==> config.mk <==
export PLATFORM = sky130hd
export DESIGN_NAME = junction_dose_sequencer
export DESIGN_NICKNAME = d
export VERILOG_FILES = /design/src/rtl/junction_dose_pkg.sv /design/src/rtl/junction_dose_sequencer_dwell_timer.sv /design/src/rtl/junction_dose_sequencer.sv
export SDC_FILE = /design/constraint.sdc
export NUM_CORES = 1
export LEC_CHECK = 0
export ABC_AREA = 1
export CORE_UTILIZATION = 44
export CTS_CLUSTER_SIZE = 10
export DETAILED_ROUTE_END_ITERATION = 8
export GPL_ROUTABILITY_DRIVEN = 0
export PLACE_DENSITY = 0.68
export SETUP_SLACK_MARGIN = 0.5
export SLEW_MARGIN = 20
export SYNTH_ARGS = -nofsm -noshare
export SYNTH_HDL_FRONTEND = slang
export SYNTH_SLANG_ARGS = --single-unit
==> constraint.sdc <==
create_clock -name clk -period 3.7 [get_ports clk]
set_clock_uncertainty 0.2 [all_clocks]
set_input_delay 0.37 -clock clk [delete_from_list [all_inputs] [get_ports clk]]
set_output_delay 0.37 -clock clk [all_outputs]
set_load 0.05 [all_outputs]
==> src/rtl/junction_dose_pkg.sv <==
// Shared types and helpers for the two-inlet junction dose sequencer:
// state encoding, per-state valve pattern and skip-aware next-state selection.
package junction_dose_pkg;

  typedef enum logic [2:0] {
    ST_IDLE    = 3'd0,
    ST_LEAD    = 3'd1,
    ST_DOSE    = 3'd2,
    ST_TAIL    = 3'd3,
    ST_SETTLE  = 3'd4,
    ST_COLLECT = 3'd5,
    ST_DONE    = 3'd6
  } state_e;

  // Valve pattern is {soln1, soln2, out}
  localparam logic [2:0] VP_CLOSED  = 3'b000;
  localparam logic [2:0] VP_LEAD    = 3'b010;
  localparam logic [2:0] VP_DOSE    = 3'b110;
  localparam logic [2:0] VP_TAIL    = 3'b100;
  localparam logic [2:0] VP_COLLECT = 3'b001;

  function automatic logic [2:0] valve_pattern(input state_e s);
    logic [2:0] vp;
    case (s)
      ST_LEAD:    vp = VP_LEAD;
      ST_DOSE:    vp = VP_DOSE;
      ST_TAIL:    vp = VP_TAIL;
      ST_COLLECT: vp = VP_COLLECT;
      default:    vp = VP_CLOSED;
    endcase
    return vp;
  endfunction

  // nz = {lag!=0, dose!=0, settle!=0, collect!=0}; DONE always has length 1
  function automatic logic state_nonzero(input state_e s, input logic [3:0] nz);
    logic r;
    case (s)
      ST_LEAD, ST_TAIL: r = nz[3];
      ST_DOSE:          r = nz[2];
      ST_SETTLE:        r = nz[1];
      ST_COLLECT:       r = nz[0];
      ST_DONE:          r = 1'b1;
      default:          r = 1'b0;
    endcase
    return r;
  endfunction

  function automatic state_e next_state(input state_e cur, input logic [3:0] nz);
    state_e nxt;
    logic   found;
    nxt   = ST_DONE;
    found = 1'b0;
    for (int i = 1; i <= 6; i++) begin
      if (!found && (3'(i) > 3'(cur)) && state_nonzero(state_e'(3'(i)), nz)) begin
        nxt   = state_e'(3'(i));
        found = 1'b1;
      end else begin
        found = found;
      end
    end
    return nxt;
  endfunction

endpackage

==> src/rtl/junction_dose_sequencer_dwell_timer.sv <==
// Down-counting dwell timer: loads N-1 on state entry, saturates at zero.
module dwell_timer #(
  parameter int CNT_W = 16
) (
  input  logic             clk,
  input  logic             rst,
  input  logic             load,
  input  logic [CNT_W-1:0] load_val,
  input  logic             enable,
  output logic             expired
);

  logic [CNT_W-1:0] cnt_q;

  // Dwell counter; holds at zero so it can never wrap
  always_ff @(posedge clk or posedge rst) begin
    if (rst) begin
      cnt_q <= '0;
    end else if (load) begin
      cnt_q <= load_val;
    end else if (enable && (cnt_q != '0)) begin
      cnt_q <= cnt_q - CNT_W'(1);
    end else begin
      cnt_q <= cnt_q;
    end
  end

  assign expired = (cnt_q == '0);

endmodule

==> src/rtl/junction_dose_sequencer.sv <==
// Junction dose sequencer: soln2 leads and trails soln1 by a lag so both
// fronts meet at the mixer, then settle, collect through the outlet, done.
module junction_dose_sequencer
  import junction_dose_pkg::*;
#(
  parameter int CNT_W = 16
) (
  input  logic             clk,
  input  logic             rst,
  input  logic             start,
  input  logic             abort,
  input  logic [CNT_W-1:0] cfg_lag,
  input  logic [CNT_W-1:0] cfg_dose,
  input  logic [CNT_W-1:0] cfg_settle,
  input  logic [CNT_W-1:0] cfg_collect,
  output logic             valve_soln1,
  output logic             valve_soln2,
  output logic             valve_out,
  output logic             busy,
  output logic             done,
  output logic             err
);

  state_e           state_q, state_d, tgt_s;
  logic [CNT_W-1:0] lag_q, dose_q, settle_q, collect_q;
  logic [CNT_W-1:0] lag_d, dose_d, settle_d, collect_d;
  logic             err_d;
  logic             timer_load;
  logic [CNT_W-1:0] timer_val;
  logic             timer_expired;
  logic [3:0]       nz_q, nz_in;

  assign nz_q  = {(lag_q != '0), (dose_q != '0), (settle_q != '0), (collect_q != '0)};
  assign nz_in = {(cfg_lag != '0), (cfg_dose != '0), (cfg_settle != '0), (cfg_collect != '0)};

  function automatic logic [CNT_W-1:0] state_len(
    input state_e s, input logic [CNT_W-1:0] lag, input logic [CNT_W-1:0] dose,
    input logic [CNT_W-1:0] settle, input logic [CNT_W-1:0] collect);
    logic [CNT_W-1:0] n;
    case (s)
      ST_LEAD, ST_TAIL: n = lag;
      ST_DOSE:          n = dose;
      ST_SETTLE:        n = settle;
      ST_COLLECT:       n = collect;
      ST_DONE:          n = CNT_W'(1);
      default:          n = '0;
    endcase
    return n;
  endfunction

  // Next-state, config latch and timer reload decision
  always_comb begin
    state_d    = state_q;
    tgt_s      = ST_IDLE;
    lag_d      = lag_q;
    dose_d     = dose_q;
    settle_d   = settle_q;
    collect_d  = collect_q;
    err_d      = 1'b0;
    timer_load = 1'b0;
    timer_val  = '0;
    case (state_q)
      ST_IDLE: begin
        if (start && !abort) begin
          if (cfg_dose != '0) begin
            lag_d      = cfg_lag;
            dose_d     = cfg_dose;
            settle_d   = cfg_settle;
            collect_d  = cfg_collect;
            tgt_s      = next_state(ST_IDLE, nz_in);
            state_d    = tgt_s;
            timer_load = 1'b1;
            timer_val  = state_len(tgt_s, cfg_lag, cfg_dose, cfg_settle, cfg_collect) - CNT_W'(1);
          end else begin
            err_d = 1'b1;
          end
        end else begin
          state_d = ST_IDLE;
        end
      end
      ST_LEAD, ST_DOSE, ST_TAIL, ST_SETTLE, ST_COLLECT: begin
        if (abort) begin
          state_d = ST_IDLE;
          err_d   = 1'b1;
        end else if (timer_expired) begin
          tgt_s      = next_state(state_q, nz_q);
          state_d    = tgt_s;
          timer_load = 1'b1;
          timer_val  = state_len(tgt_s, lag_q, dose_q, settle_q, collect_q) - CNT_W'(1);
        end else begin
          state_d = state_q;
        end
      end
      ST_DONE: begin
        state_d = ST_IDLE;
      end
      default: begin
        state_d = ST_IDLE;
      end
    endcase
  end

  // State, latched config and outputs decoded from the upcoming state
  always_ff @(posedge clk or posedge rst) begin
    if (rst) begin
      state_q     <= ST_IDLE;
      lag_q       <= '0;
      dose_q      <= '0;
      settle_q    <= '0;
      collect_q   <= '0;
      valve_soln1 <= 1'b0;
      valve_soln2 <= 1'b0;
      valve_out   <= 1'b0;
      busy        <= 1'b0;
      done        <= 1'b0;
      err         <= 1'b0;
    end else begin
      state_q     <= state_d;
      lag_q       <= lag_d;
      dose_q      <= dose_d;
      settle_q    <= settle_d;
      collect_q   <= collect_d;
      {valve_soln1, valve_soln2, valve_out} <= valve_pattern(state_d);
      busy        <= (state_d != ST_IDLE);
      done        <= (state_d == ST_DONE);
      err         <= err_d;
    end
  end

  dwell_timer #(.CNT_W(CNT_W)) u_dwell_timer (
    .clk      (clk),
    .rst      (rst),
    .load     (timer_load),
    .load_val (timer_val),
    .enable   (state_q != ST_IDLE),
    .expired  (timer_expired)
  );

endmodule

==> results.yml, run 1 <==
status:
  status: "complete, no violations"
logic_synthesis:
  synthTopCellsByArea: "dfrtp_1 38%, nand2_1 19%, nor2_1 6.6%"
  ys_seq_area_share_pct: 38.01
  synth_cells: 889
  synth_compound_area_share_pct: 10.21
  synthXorXnorAreaFrac_pct: 2.392
  yosysTopAreaCell: "dfrtp_1"
  synth_cell_types: 38
  synth_top_area_share_pct: 38.01
  ys_ff_latch: 89
  syn_area_sq_mm: 0.005859
  synth-simple-area-share_pct: 39.70
  synth_area_per_cell_sq_um: 6.591
  synth.mux.area_fraction_pct: 0
  synth_adder_area_share_pct: 0.6406
  synth_nets: 960
  synth_top_family_by_area: "simple AND/OR/NAND/NOR gates"
  ys_warn_count: 0
final_layout:
  drive_above_1_share_pct: 7.876
  diodes: 0
  multi_input_area_sq_mm: 0.003127
  regArea_sq_mm: 0.002227
  areaGrowthSynthToFinish_pct: 21.29
  fin_nets: 1031
  final.fill_count: 1304
power:
  p_leak_uw: 0.003550
  p_sw_uw: 1046
  power_frac_comb_pct: 26.4
  intPower_uw: 1948
  vdd_ir_drop_max_mv: 0.2329
  seqPwrFrac_pct: 43.8
  switching_share_pct: 34.93
  clock_power_share_pct: 29.8
  powerDensity_mw_per_mm2: 421.3
place:
  place_hpwl_microns: 13510
  port_buffers: 73
setup_path:
  cp.arrival_ps: 3000
  critPathMaxStageDelay_ps: 420
  crit_type: "reg2reg"
  critPathSlowestCell: "dfrtp_1"
  reg2reg_to: "u_dwell_timer.cnt_q[6]"
  cp-endpoint: "u_dwell_timer.cnt_q[6]"
  critPathCaptureType: "flip-flop"
  crit_required_ps: 3740
  crit_chain: "nor2_1 -> nand2_1 -> nor2_1 -> nand2_4 -> nand2_2 -> nand2_2 -> inv_4 -> nand2_1 -> inv_2 -> nand2_1 -> nand4_1 -> inv_2 -> ha_1 -> nand3_1 -> nand2_1 -> nand3_1 -> nand3_1 -> nand2_1 -> nand2_1"
  crit_fanout: 17
  crit_path_start: "dose_q[2]"
  crit_top_cell: "nand2_1"
  r2r_slack_ps: 740
  crit-reg2reg-launch: "dose_q[2]"
  cp-start-kind: "flip-flop"
  reg2regPathDepth: 19
timing:
  period_share_pct: 79.92
  relSlewSlack_pct: 50.97
  post-route-min-period_ps: 2957
  setup_viol: 0
  worstMarginPinSlew_ps: 735.5
  rsz0062_at_grt: "false"
  slew_viol_final: 0
  hold_viol: 0
  worst_hold_slack_ps: 231.8
  final.setup.tns_ps: 0
  fmax_mhz: 338.2
clock_network:
  numCtsBuffers: 9
  ctsLongestPathBuffers: 2
  clock_latency_ps: 350
  clk_pin_slew_worst_paths_ps: 70
  cts_sinks: 89
  postCtsHoldBufs: 0
  htree_num_levels: 3
  cts_root_buf: "clkbuf_16"
  tritoncts: "done"
run:
  drv_cap: 0
routing:
  wirelength_microns: 17370
  drc: 0
  drt_iter0_drc: 549
  drt-wirelength-per-cell_microns: 15.28
  vias: 5998
  first_pass_iters: 5
  ant_nets: 0
  via_per_inst: 5.275
grt:
  antenna_found_initial: 0
  grtUsageTotal_pct: 26.25
  grt_pass1_wl_microns: 28450
  grt_pass1_vias: 5588
  gr-total-overflow: 0
  grt_max_degree: 50
floorplan:
  die_w_microns: 117.4
  fp.coreArea_sq_mm: 0.01282
  rows: 41
  start_util_pct: 45.69
  die-area_sq_mm: 0.01378
  io_pins: 74
  die_y_microns: 117.4
hold_path:
  hold_path_class: "in2async"
==> power by group through the flow <==
stage               registers [uW]  logic (uW)  clock network [uW]
CTS                           1310         784                 904
global route                  1340         903                 934
floorplan                     1270         561                   0
detailed placement            1320         780                   0
finish                        1310         791                 892
global placement              1320         772                   0
==> flip-flops by register name, indices dropped and copies added (netlist names) <==
register             cells
busy                     1
collect_q               16
done                     1
dose_q                  16
err                      1
lag_q                   16
settle_q                16
state_q                  3
u_dwell_timer.cnt_q     16
valve_out                1
valve_soln1              1
valve_soln2              1
==> layer usage <==
layer / share of wire, % / track usage (%) / up-vias
li1: - / - / 2991
met1: 47 / 36.87 / 2738
met2: 43 / 39.61 / 228
met3: 6.8 / 3.599 / 41
met4: 3.3 / 12.82 / 0
met5: 0 / 0 / -
==> how the worst min path moves through the flow <==
| stage | to | from |
|---|---|---|
| detailed placement | u_dwell_timer.cnt_q[12] | u_dwell_timer.cnt_q[12] |
| finish | collect_q[12] | rst |
| global placement | u_dwell_timer.cnt_q[12] | u_dwell_timer.cnt_q[12] |
| CTS | collect_q[12] | rst |
| floorplan | u_dwell_timer.cnt_q[12] | u_dwell_timer.cnt_q[12] |
| global route | collect_q[12] | rst |
==> repair_timing <==
action                                  4_1_cts  5_1_grt
endpoints found under the setup margin        0       14
resized for setup                             0        6
setup buffers                                 0        5
==> cells in the mapped netlist (all sizes together) <==
cell type,n
o22ai,2
o211ai,3
clkbuf,14
ha,3
o21a,1
o21ai,87
xor2,12
nor3,8
inv,103
a21oi,18
nand3,63
nor4,4
dfrtp,89
buf,13
xnor2,4
nor2,116
clkinv,2
o21bai,1
a22oi,1
or2,1
nand4,43
nand2,300
a31oi,1
==> final cells by class <==
cell class | count | share of cell area, %
Clock buffer | 12 | 3.609
Clock inverter | 4 | 0.4754
Inverter | 105 | 5.616
Multi-Input combinational cell | 668 | 44.00
Timing Repair Buffer | 87 | 11.94
Tap cell | 172 | 3.028
Sequential cell | 89 | 31.34
==> stage by stage <==
step / setup WS [ps] / instance area [sq um] / cells / power [uW] / util (%)
final: 743.1 / 7107 / 1137 / 2994 / 55.41
after global routing: 490.6 / 7107 / 1137 / 3173 / 55.41
after CTS: 606.0 / 7044 / 1132 / 2996 / 54.93
after detailed placement: 343.9 / 6754 / 1116 / 2102 / 52.66
after global placement: 396.1 / 6754 / 1116 / 2092 / 52.66
after floorplan: 823.1 / 5859 / 889 / 1834 / -
==> worst max-delay path, delay by kind of cell, from the launching register on <==
family / cells / cell delay (ps)
buffers and inverters: 3 / 320
adders and majority gates: 1 / 200
and+or+nand+nor: 15 / 1680
DFF: 1 / 420
==> logic make-up after synthesis <==
group,Yosys count
XOR/XNOR,16
buffers and inverters,132
AO/OA/AOI/OAI,114
adder cells (fa/ha/maj),3
AND/OR/NAND/NOR,535
flip-flops,89
==> cells in the final DEF, fill, tap and decap left out, drive strengths merged, types with 12 or more instances in the layout <==
master / synthesis / routed
buf: 13 / 14
dfrtp: 89 / 89
o21ai: 87 / 87
clkdlybuf4s50: 0 / 73
clkbuf: 14 / 12
xor2: 12 / 12
nor2: 116 / 116
nand2: 300 / 300
nand3: 63 / 63
inv: 103 / 104
a21oi: 18 / 18
nand4: 43 / 43
Note: power is estimated with default switching activity, not from simulation.
==> inputs of run 2 (changes only) <==
- clock period: 3.7 -> 2.77 ns (I/O delays scaled with it)
==> run 2 against run 1 <==
  * Global-route usage grew 2.3 points
  * Die area is the same
  * Via count grew 13%
  * Fmax grew 13%
  * Utilization grew 12 points
  * Register-to-register slack lost 600 ps
  * Power grew 48%
  * First-iteration DRC count grew 11%
  * Cell count grew 13%
  * Sequential cell count is the same
  * Setup slack lost 600 ps
  * Critical path type unchanged
==> results.yml, run 2 (same netlist as run 1, synthesis figures left out) <==
place:
  place_hpwl_microns: 13910
  port_buffers: 73
floorplan:
  io_pins: 74
  die_w_microns: 117.4
  fp.coreArea_sq_mm: 0.01282
  rows: 41
  start_util_pct: 45.69
  die_y_microns: 117.4
  die-area_sq_mm: 0.01378
power:
  p_sw_uw: 1588
  clock_power_share_pct: 25.8
  power_frac_comb_pct: 34.9
  p_leak_uw: 0.004343
  vdd_ir_drop_max_mv: 0.3441
  intPower_uw: 2840
  power_uw: 4428
  powerDensity_mw_per_mm2: 508.7
  switching_share_pct: 35.86
  seqPwrFrac_pct: 39.3
routing:
  drt_iter0_drc: 609
  wl_met2_microns: 9123
  drc: 0
  wl_met1_microns: 8668
  ant_nets: 0
  via_per_inst: 5.261
  drt-wirelength-per-cell_microns: 15.51
  wirelength_microns: 19930
  vias: 6760
  dr_wl_met3_microns: 1472
  first_pass_iters: 6
  top_layer: "met4"
setup_path:
  crit_fanout: 4
  critPathCaptureType: "flip-flop"
  crit_required_ps: 2860
  cp.arrival_ps: 2720
  crit_type: "reg2reg"
  cp-start-kind: "flip-flop"
timing:
  setup_viol: 0
  slew_viol_final: 0
  worstMarginPinSlew_ps: 500.8
  relSlewSlack_pct: 66.51
  fmax_mhz: 381.4
  rsz0062_at_grt: "true"
  post-route-min-period_ps: 2622
  hold_viol: 0
  period_share_pct: 94.67
final_layout:
  drive_above_1_share_pct: 27.40
  mostFrequentLayoutCell: "nand2_1"
  final_cell_mix: "269 x nand2_1, 145 x buf_4, 87 x dfrtp_1, 83 x nor2_1, 78 x inv_1"
  final.fill_count: 1088
  fin_nets: 1180
  diodes: 0
  final_core_util_pct: 67.86
  areaGrowthSynthToFinish_pct: 48.54
clock_network:
  postCtsHoldBufs: 0
  clock_latency_ps: 360
  numCtsBuffers: 9
  cts_root_buf: "clkbuf_16"
  htree_num_levels: 3
  tritoncts: "done"
  ctsLongestPathBuffers: 2
  clk_pin_slew_worst_paths_ps: 60
  cts_sinks: 89
grt:
  grtUsageTotal_pct: 28.52
  antenna_found_initial: 0
  grt_max_degree: 90
  gr-total-overflow: 0
  grt_pass1_wl_microns: 30990
  grt_pass1_vias: 6173
hold_path:
  hold_path_class: "in2async"
status:
  status: "complete, no violations"
run:
  drv_cap: 0
## run 2: stage by stage
| step | setup WS [ps] | setup TNS, ps | instances | cell area (sq um) | hold WS (ps) |
|---|---|---|---|---|---|
| floorplan | 490.1 | 0 | 889 | 5928 | 193.6 |
| global placement | -189.4 | -291.9 | 1189 | 7377 | 266.4 |
| detailed placement | -230.9 | -821.1 | 1189 | 7377 | 265.4 |
| CTS | 270.3 | 0 | 1254 | 8262 | 236.6 |
| global route | -22.26 | -26.43 | 1285 | 8703 | 260.2 |
| finish | 147.8 | 0 | 1285 | 8703 | 204.3 |
## run 2: power by group through the flow
stage	clock (uW)	combinational [uW]	sequential [uW]
finish	1140	1550	1740
global route	1200	1710	1770
CTS	1150	1380	1730
detailed placement	0	1220	1750
global placement	0	1200	1750
floorplan	0	790	1700
## run 2: layout make-up
type	instances	area, sq um	area share [%]
Multi-Input combinational cell	669	3493	40.14
Sequential cell	89	2230	25.62
Timing Repair Buffer	233	2066	23.73
Inverter	105	412.9	4.744
Clock buffer	10	229.0	2.631
Tap cell	172	215.2	2.473
Clock inverter	5	41.29	0.4744
Timing Repair inverter	2	16.27	0.1869
## run 2: what timing repair did
item,4_1_cts,5_1_grt
cloned,3,3
setup buffers,47,28
endpoints found under the setup margin,88,59
pin swaps,37,32
resized for setup,71,53
## run 2: critical path, stage by stage (launching register included)
cell and delay [ps]:
dfrtp_2 490, nor2_4 160, buf_12 120, nand2_4 70, nand2_4 90, inv_2 40, nand2_2 70, inv_2 60
nand2_1 60, nand4_1 160, inv_2 160, ha_4 170, inv_4 50, nor3_4 220, nand2_1 80, nand2_1 80
nand3_2 90, nand2_1 90, nand2_1 50, nand2_1 50
## run 2: routing by layer
| metal | vias up | GRT usage [%] |
|---|---|---|
| met2 | 267 | 44.75 |
| met3 | 48 | 5.447 |
| met4 | 0 | 12.99 |
| met1 | 3147 | 38.05 |
| met5 | - | 0 |
| li1 | 3298 | - |
## run 2: final timing paths
path                       slack (ps)                 endpoint  cells after the start               startpoint
setup / recovery                  150  u_dwell_timer.cnt_q[12]                     19               state_q[2]
hold / removal                    200            collect_q[12]                      3                      rst
setup reg to reg                  150  u_dwell_timer.cnt_q[12]                     19               state_q[2]
hold reg to reg                   290  u_dwell_timer.cnt_q[12]                      2  u_dwell_timer.cnt_q[12]
max in group asynchronous        1740               state_q[1]                      3                      rst
min in group clk                  260             settle_q[11]                      3           cfg_settle[11]
